===== config.mk =====
export PLATFORM = sky130hd
export DESIGN_NAME = flash_loader
export DESIGN_NICKNAME = d
export VERILOG_FILES = /design/src/rtl/flash_loader.sv
export SDC_FILE = /design/constraint.sdc
export NUM_CORES = 1
export LEC_CHECK = 0
export CORE_MARGIN = 2
export CORE_UTILIZATION = 48
export CTS_BUF_LIST = sky130_fd_sc_hd__clkbuf_4 sky130_fd_sc_hd__clkbuf_8
export DETAILED_ROUTE_END_ITERATION = 12
export PLACE_DENSITY_LB_ADDON = 0.05
export SLEW_MARGIN = 0
export SYNTH_ARGS = -nofsm -noshare
export SYNTH_HDL_FRONTEND = slang
export SYNTH_SLANG_ARGS = --single-unit
export TNS_END_PERCENT = 10

===== constraint.sdc =====
create_clock -name clk -period 2.3 [get_ports clk]
set_input_delay 0.46 -clock clk [delete_from_list [all_inputs] [get_ports clk]]
set_output_delay 0.46 -clock clk [all_outputs]
set_load 0.005 [all_outputs]

===== src/rtl/flash_loader.sv =====
// Boot-time copy engine: reads LENGTH bytes from the flash controller starting
// at BASE_ADDR and writes them, byte by byte, into a block RAM write port.
module flash_loader #(
    parameter logic [23:0] BASE_ADDR  = 24'h000000,
    parameter int unsigned LENGTH     = 4096,
    parameter int unsigned ADDR_W     = 12,
    parameter logic        AUTO_START = 1'b1
) (
    input  logic              clk,
    input  logic              reset,
    input  logic              start,
    output logic              busy,
    output logic              done,
    output logic [23:0]       flash_addr,
    output logic              request_read_addr,
    output logic              request_read_next,
    input  logic              d_ready,
    input  logic [7:0]        d_in,
    output logic              mem_we,
    output logic [ADDR_W-1:0] mem_addr,
    output logic [7:0]        mem_data
);

    localparam logic [2:0] S_IDLE      = 3'd0;
    localparam logic [2:0] S_REQ_ADDR  = 3'd1;
    localparam logic [2:0] S_WAIT_LOW  = 3'd2;
    localparam logic [2:0] S_WAIT_HIGH = 3'd3;
    localparam logic [2:0] S_WRITE     = 3'd4;
    localparam logic [2:0] S_FINISH    = 3'd5;
    localparam logic [2:0] S_DONE      = 3'd6;

    localparam logic [ADDR_W-1:0] LAST_IDX = ADDR_W'(LENGTH - 1);

    logic [2:0]        state_q, state_d;
    logic [ADDR_W-1:0] idx_q, idx_d;
    logic              auto_pending_q, auto_pending_d;
    logic              busy_q, busy_d;
    logic              done_q, done_d;
    logic [23:0]       flash_addr_q, flash_addr_d;
    logic              req_addr_q, req_addr_d;
    logic              req_next_q, req_next_d;
    logic              mem_we_q, mem_we_d;
    logic [ADDR_W-1:0] mem_addr_q, mem_addr_d;
    logic [7:0]        mem_data_q, mem_data_d;

    always_comb begin
        state_d        = state_q;
        idx_d          = idx_q;
        auto_pending_d = auto_pending_q;
        busy_d         = busy_q;
        done_d         = done_q;
        flash_addr_d   = BASE_ADDR;
        req_addr_d     = 1'b0;
        req_next_d     = 1'b0;
        mem_we_d       = 1'b0;
        mem_addr_d     = mem_addr_q;
        mem_data_d     = mem_data_q;

        case (state_q)
            S_IDLE, S_DONE: begin
                // Request pulse is launched with acceptance so it lines up with busy.
                if (start || auto_pending_q) begin
                    auto_pending_d = 1'b0;
                    done_d         = 1'b0;
                    busy_d         = 1'b1;
                    idx_d          = '0;
                    req_addr_d     = 1'b1;
                    state_d        = S_REQ_ADDR;
                end
            end
            S_REQ_ADDR: begin
                state_d = S_WAIT_LOW;
            end
            S_WAIT_LOW: begin
                // d_ready may still show the previous byte right after a request.
                if (!d_ready) begin
                    state_d = S_WAIT_HIGH;
                end
            end
            S_WAIT_HIGH: begin
                if (d_ready) begin
                    mem_data_d = d_in;
                    mem_addr_d = idx_q;
                    state_d    = S_WRITE;
                end
            end
            S_WRITE: begin
                mem_we_d = 1'b1;
                if (idx_q == LAST_IDX) begin
                    state_d = S_FINISH;
                end else begin
                    req_next_d = 1'b1;
                    idx_d      = idx_q + ADDR_W'(1);
                    state_d    = S_WAIT_LOW;
                end
            end
            S_FINISH: begin
                // Runs during the final write strobe, so done follows it by one cycle.
                busy_d  = 1'b0;
                done_d  = 1'b1;
                state_d = S_DONE;
            end
            default: begin
                state_d = S_IDLE;
            end
        endcase
    end

    always_ff @(posedge clk or posedge reset) begin
        if (reset) begin
            state_q        <= S_IDLE;
            idx_q          <= '0;
            auto_pending_q <= AUTO_START;
            busy_q         <= 1'b0;
            done_q         <= 1'b0;
            flash_addr_q   <= BASE_ADDR;
            req_addr_q     <= 1'b0;
            req_next_q     <= 1'b0;
            mem_we_q       <= 1'b0;
            mem_addr_q     <= '0;
            mem_data_q     <= '0;
        end else begin
            state_q        <= state_d;
            idx_q          <= idx_d;
            auto_pending_q <= auto_pending_d;
            busy_q         <= busy_d;
            done_q         <= done_d;
            flash_addr_q   <= flash_addr_d;
            req_addr_q     <= req_addr_d;
            req_next_q     <= req_next_d;
            mem_we_q       <= mem_we_d;
            mem_addr_q     <= mem_addr_d;
            mem_data_q     <= mem_data_d;
        end
    end

    assign busy              = busy_q;
    assign done              = done_q;
    assign flash_addr        = flash_addr_q;
    assign request_read_addr = req_addr_q;
    assign request_read_next = req_next_q;
    assign mem_we            = mem_we_q;
    assign mem_addr          = mem_addr_q;
    assign mem_data          = mem_data_q;

endmodule


# After elaboration in Yosys (flattened, before gate mapping)
# Index checks and enable logic that the tools add are counted.
[totals]
out_inout_bits = 49
input_bits = 12
word_cells = 49
ff_bits = 41
[classes]
n_addsub = 1
n_reduce_logical = 10
muxes = 17
n_eq_ne = 11
[ops]
columns = ["op", "count"]
rows = [
  ["2-to-1 mux 12 bit", 2],
  ["case mux 12 bit (2 select lines)", 1],
  ["case mux 3 bit (6 select lines)", 1],
  ["adder 12 x 1 -> 12 bit, second input constant", 1],
  ["== test 12 bit, second input constant", 1],
  ["2-to-1 mux 3 bit", 4],
  ["== test 3 bit, second input constant", 3],
  ["inequality test 2 bit, second input constant", 4],
  ["2-to-1 mux 1 bit", 7],
  ["== test 3 x 2 -> 1 bit, second input constant", 2],
  ["AND reduction 2 bit", 3],
  ["AND reduction 3 bit", 2],
  ["case mux 1 bit (2 select lines)", 2],
  ["nonzero test 2 bit", 2],
  ["== test 3 x 1 -> 1 bit, second input constant", 1],
  ["zero test 3 bit", 1],
  ["OR reduction 2 bit", 1],
  ["logical OR 1 bit", 1],
]

# Logic depth before layout (Yosys ltp)
[logic_depth]
depth_word = 4
mapped_depth = 6
mapped_depth_nobuf = 5

# Worst setup path after synthesis
# Ideal clock, no wire load.
[synth_timing]
path_kind = "register to register"
startpoint = "reg idx_q[0]"
endpoint = "reg state_q[1]"
path_stages_with_launch = 7
setup_slack_ps = 623
arrival_ps = 1553
synth_period_minus_slack_ps = 1677
required_time_ps = 2176
setup_time_ps = 124
path_cell_list = "dfrtp_1 ha_1 nand3_1 nor4_2 buf_4 nor2_1 o31a_1"
[synth_between]
elab_chain_cells = 3
[synth_lines]
columns = ["item", "line", "source"]
rows = [
  ["from (decl)", "35", "logic [ADDR_W-1:0] idx_q, idx_d;"],
  ["from (signal assigned)", "124", "idx_q <= idx_d;"],
  ["== test 12 bit", "89", "if (idx_q == LAST_IDX) begin"],
  ["2-to-1 mux 3 bit", "89", ""],
  ["case mux 3 bit (6 select lines)", "59", "case (state_q)"],
  ["to (signal assigned)", "123", "state_q <= state_d;"],
  ["to (decl)", "34", "logic [2:0] state_q, state_d;"],
]
# No other way between the ends.
# A chain may end at the register's enable or synchronous reset.

# Final worst setup path
[layout_timing]
startpoint = "reg state_q[0]"
endpoint = "reg idx_q[10]"
[layout_between]
elab_chain_cells = 4
elab_cells_between_ends = 9
[layout_lines]
columns = ["item", "line"]
rows = [
  ["== test 3 bit or zero test 3 bit (tied branches)", "59"],
  ["OR reduction 2 bit", "59"],
  ["inequality test 2 bit (no line) or nonzero test 2 bit (tied branches)", "--"],
  ["AND reduction 3 bit (no line)", "--"],
]
# Parallel ways exist; a longest one is shown, timed or not.

==> summary.md <==
| Metric | Value |
|---|---|
| Syn avg cell area | 11.5 um^2 |
| Fraction of registers with async set or reset after synthesis | 1.00 |
| Final Wtd Congestion | 0.898 |
| # fillers | between 300 and 400 |
| Via density | roughly 5.1 |
| Switch share | 0.282 |
| Sink Count | 41 |
| Worst Path Required | 2.47 ns |
| Ys flop type | dfrtp_1 |
| Chip height | 68.5 um |
| RSZ-0062 raised after global routing | no |
| Mux contribution to synthesized area | 0.143 |
| Global-route wire length before repair | 5770 um |
| Nets@finish | ~230 |
| Worst Skew | 0.00405 ns |
| Ratio of cells with drive above 1 in the final layout | 0.187 |
| Startpoint Class | flop |
| Clock slew at reported path FFs | 0.07 ns |
| R2r setup slk | slightly below 0.5 ns |
| Post-Synth Adder-Cell Area | 0.00626 |
| Setup crit end kind | flop |
| Die Span X | 68.5 um |
| Hold path cells | 1 |
| Max cap viols | 0 |
| Total global-route track usage | 0.167 |
| Ys Warns | 0 |
| Vias in the first global route | 1192 |
| Area grow syn2layout | 21.4% |
| Post-route ant nets | 0 |
| Final Critical Period | approximately 1.8 ns |
| Hold_buf cts | 0 |
| Initial antenna violation count | 0 |
| Fmax | 553 MHz |
| Main combinational cell family by area after synthesis | multiplexers |
| Vias after detailed routing | 1338 |
| Row count | 23 |
| VDD IR max | just under 0.0005 V |
| Sequential cell area | 1030 um^2 |
| Final setup viols | 0 |
| Internal Power | 1660 uW |
| Fin crit share | 0.786 |
| Diode count | 0 |
| Combinational share of power | 0.315 |
| Hold WC Path Type | reg -> reg |
| Post-Syn Instances | 174 |
| Rel. slew slack | 0.661 |
| Max clock buf depth | 2 |
| Worst path arrival time | 1.98 ns |
| Initial detailed-routing violation count | 78 |
| CTS tree | built |
| Critical R2R Launch | state_q[0] |
| Reg2reg end | idx_q[10] |
| Worst-case reg-to-reg path depth | 4 |
| Sequential power share | 0.448 |
| Synthesized area | 2000 um^2 |
| Actual slew at the worst max-slew pin | ~0.5 ns |
| Switch Pwr | 654 uW |
| H-tree Lvls | 2 |
| Worst-path maximum fanout | 12 |
| Synth Area in Compound Gates | 0.0770 |
| CTS Root Cell | clkbuf_8 |
| Global route overflow | 0 |
| Setup TNS | 0 ns |
| Status | finished clean |
| EDFF count, synth | 0 |
| Drt pass-1 iters | 4 |
| Yosys reg bits | a little over 40 |
| Post-CTS Setup Repair Bufs | 0 |
| DR DRC count | 0 |
| Largest net degree at the start of global routing | 42 |
| Setup CP Type | reg -> reg |
| Final wirelength | 3600 um |
| Initial core utilization | 0.500 |
| Port Buffers | 36 |
| Core area | 4000 um^2 |
| Die area | 4690 um^2 |
| Simple-gate share of the synthesized area | 0.128 |
| Avg WL per Cell | approximately 14 um |
| Seq/Total Area, Yosys | 0.514 |
| Post-cts sizing count | 0 |
| Final hold vios | 0 |
| Dpl hpwl | 2660 um |
| Hold_sp | auto_pending_q |
| Fin util | 0.606 |
| Total CTS buffers | 5 |
| Synth Area in XOR/XNOR | 0.00438 |
| Area occupied by multi-input gates | approximately 810 um^2 |
| Clock latency on the worst-skew pair | about 0.29 ns |
| Cell leakage power | 0.00110 uW |
| Count of cell types in the netlist | 43 |
| Min-Delay Endpoint | auto_pending_q |
| Power Density | 955 nW/um^2 |
| Ports placed on the boundary | 61 |
| Slew Viols, Final | 0 |
| Clk network pwr share | 0.237 |
==> cell usage in the layout, fill, tap and decap left out, types with 6 or more instances in the layout <==
master	n
mux2_2	20
dfrtp_1	40
nand2_1	11
clkdlybuf4s50_1	36
conb_1	24
nand3_1	9
nor2_1	9
mux2i_1	6
==> worst max path at each step <==
stage,start,end,slack [ns],cells past startpoint
2_1_floorplan,idx_q[0],state_q[1],0.62,6
3_3_place_gp,start,state_q[0],0.36,5
3_5_place_dp,start,state_q[0],0.32,5
4_1_cts,state_q[0],idx_q[6],0.48,5
5_1_grt,state_q[0],idx_q[6],0.39,5
6_report,state_q[0],idx_q[10],0.49,4
==> cell usage after synthesis, drive strengths merged, types with 2 or more instances <==
| cell | instances | area share |
|---|---|---|
| buf | 29 | 0.11 |
| or3 | 2 | 0.0063 |
| o211ai | 2 | 0.0075 |
| clkbuf | 2 | 0.0038 |
| o31ai | 4 | 0.015 |
| nand3 | 9 | 0.023 |
| nand2b | 2 | 0.0063 |
| o21ai | 2 | 0.0050 |
| and3 | 2 | 0.0063 |
| a21oi | 2 | 0.0069 |
| nor3 | 3 | 0.0075 |
| mux2i | 6 | 0.030 |
| nor2 | 9 | 0.017 |
| inv | 6 | 0.014 |
| o311ai | 2 | 0.0088 |
| dfrtp | 40 | 0.50 |
| nand2 | 12 | 0.026 |
| nor4 | 2 | 0.0094 |
| mux2 | 20 | 0.11 |
==> routing by layer <==
metal	part of all wire	wire length, um	global-route usage	vias up
met5	0	0	0	-
met4	0.012	45	0.0525	0
met3	0.046	167	0.0438	6
met2	0.48	1720	0.260	37
met1	0.46	1670	0.229	654
li1	-	-	-	641
==> flip-flops by register name (all words and copies together) (netlist names) <==
name	flops
auto_pending_q	1
busy	1
done	1
idx_q	12
mem_addr	12
mem_data	8
mem_we	1
request_read_addr	1
request_read_next	1
state_q	3
==> critical path, stage by stage (launching register included) <==
cell,delay [ns]
dfrtp_1,0.50
or3b_4,0.47
nor4_1,0.42
mux2i_1,0.24
nor2_1,0.06
==> power by group through the flow <==
| stage | registers [uW] | clock network (uW) | logic (uW) |
|---|---|---|---|
| after floorplan | 1010 | 0 | 475 |
| after global placement | 1040 | 0 | 722 |
| after detailed placement | 1050 | 0 | 738 |
| after CTS | 1040 | 563 | 741 |
| after global routing | 1060 | 592 | 802 |
| final | 1040 | 549 | 729 |
==> cell families (layout without fill, tap and decap cells) <==
logic type      count (synthesis)  after routing
simple gates                   47             47
flops                          41             41
buf+inv                        37             54
mux                            26             26
compound gates                 20             20
fa+ha+maj                       1              1
other cells                     1             24
xor+xnor                        1              1
==> through the flow <==
stage / hold slack [ns] / setup slack, ns / cell area (um^2) / power, uW / instances
global route: 0.489 / 0.391 / 2420 / 2460 / 264
global placement: 0.453 / 0.359 / 2320 / 1770 / 257
CTS: 0.460 / 0.484 / 2420 / 2340 / 264
detailed placement: 0.450 / 0.319 / 2320 / 1790 / 257
floorplan: 0.441 / 0.623 / 2080 / 1480 / 197
finish: 0.459 / 0.492 / 2420 / 2310 / 264
==> final cells by class <==
type / instances / area share
inverters: 6 / 0.0114
clock inverters: 2 / 0.0144
well taps: 50 / 0.0258
multi-input cells: 119 / 0.332
clock buffers: 5 / 0.0284
flip-flops and latches: 41 / 0.424
repair buffers: 41 / 0.164
Note: power is estimated with default switching activity, not from simulation.
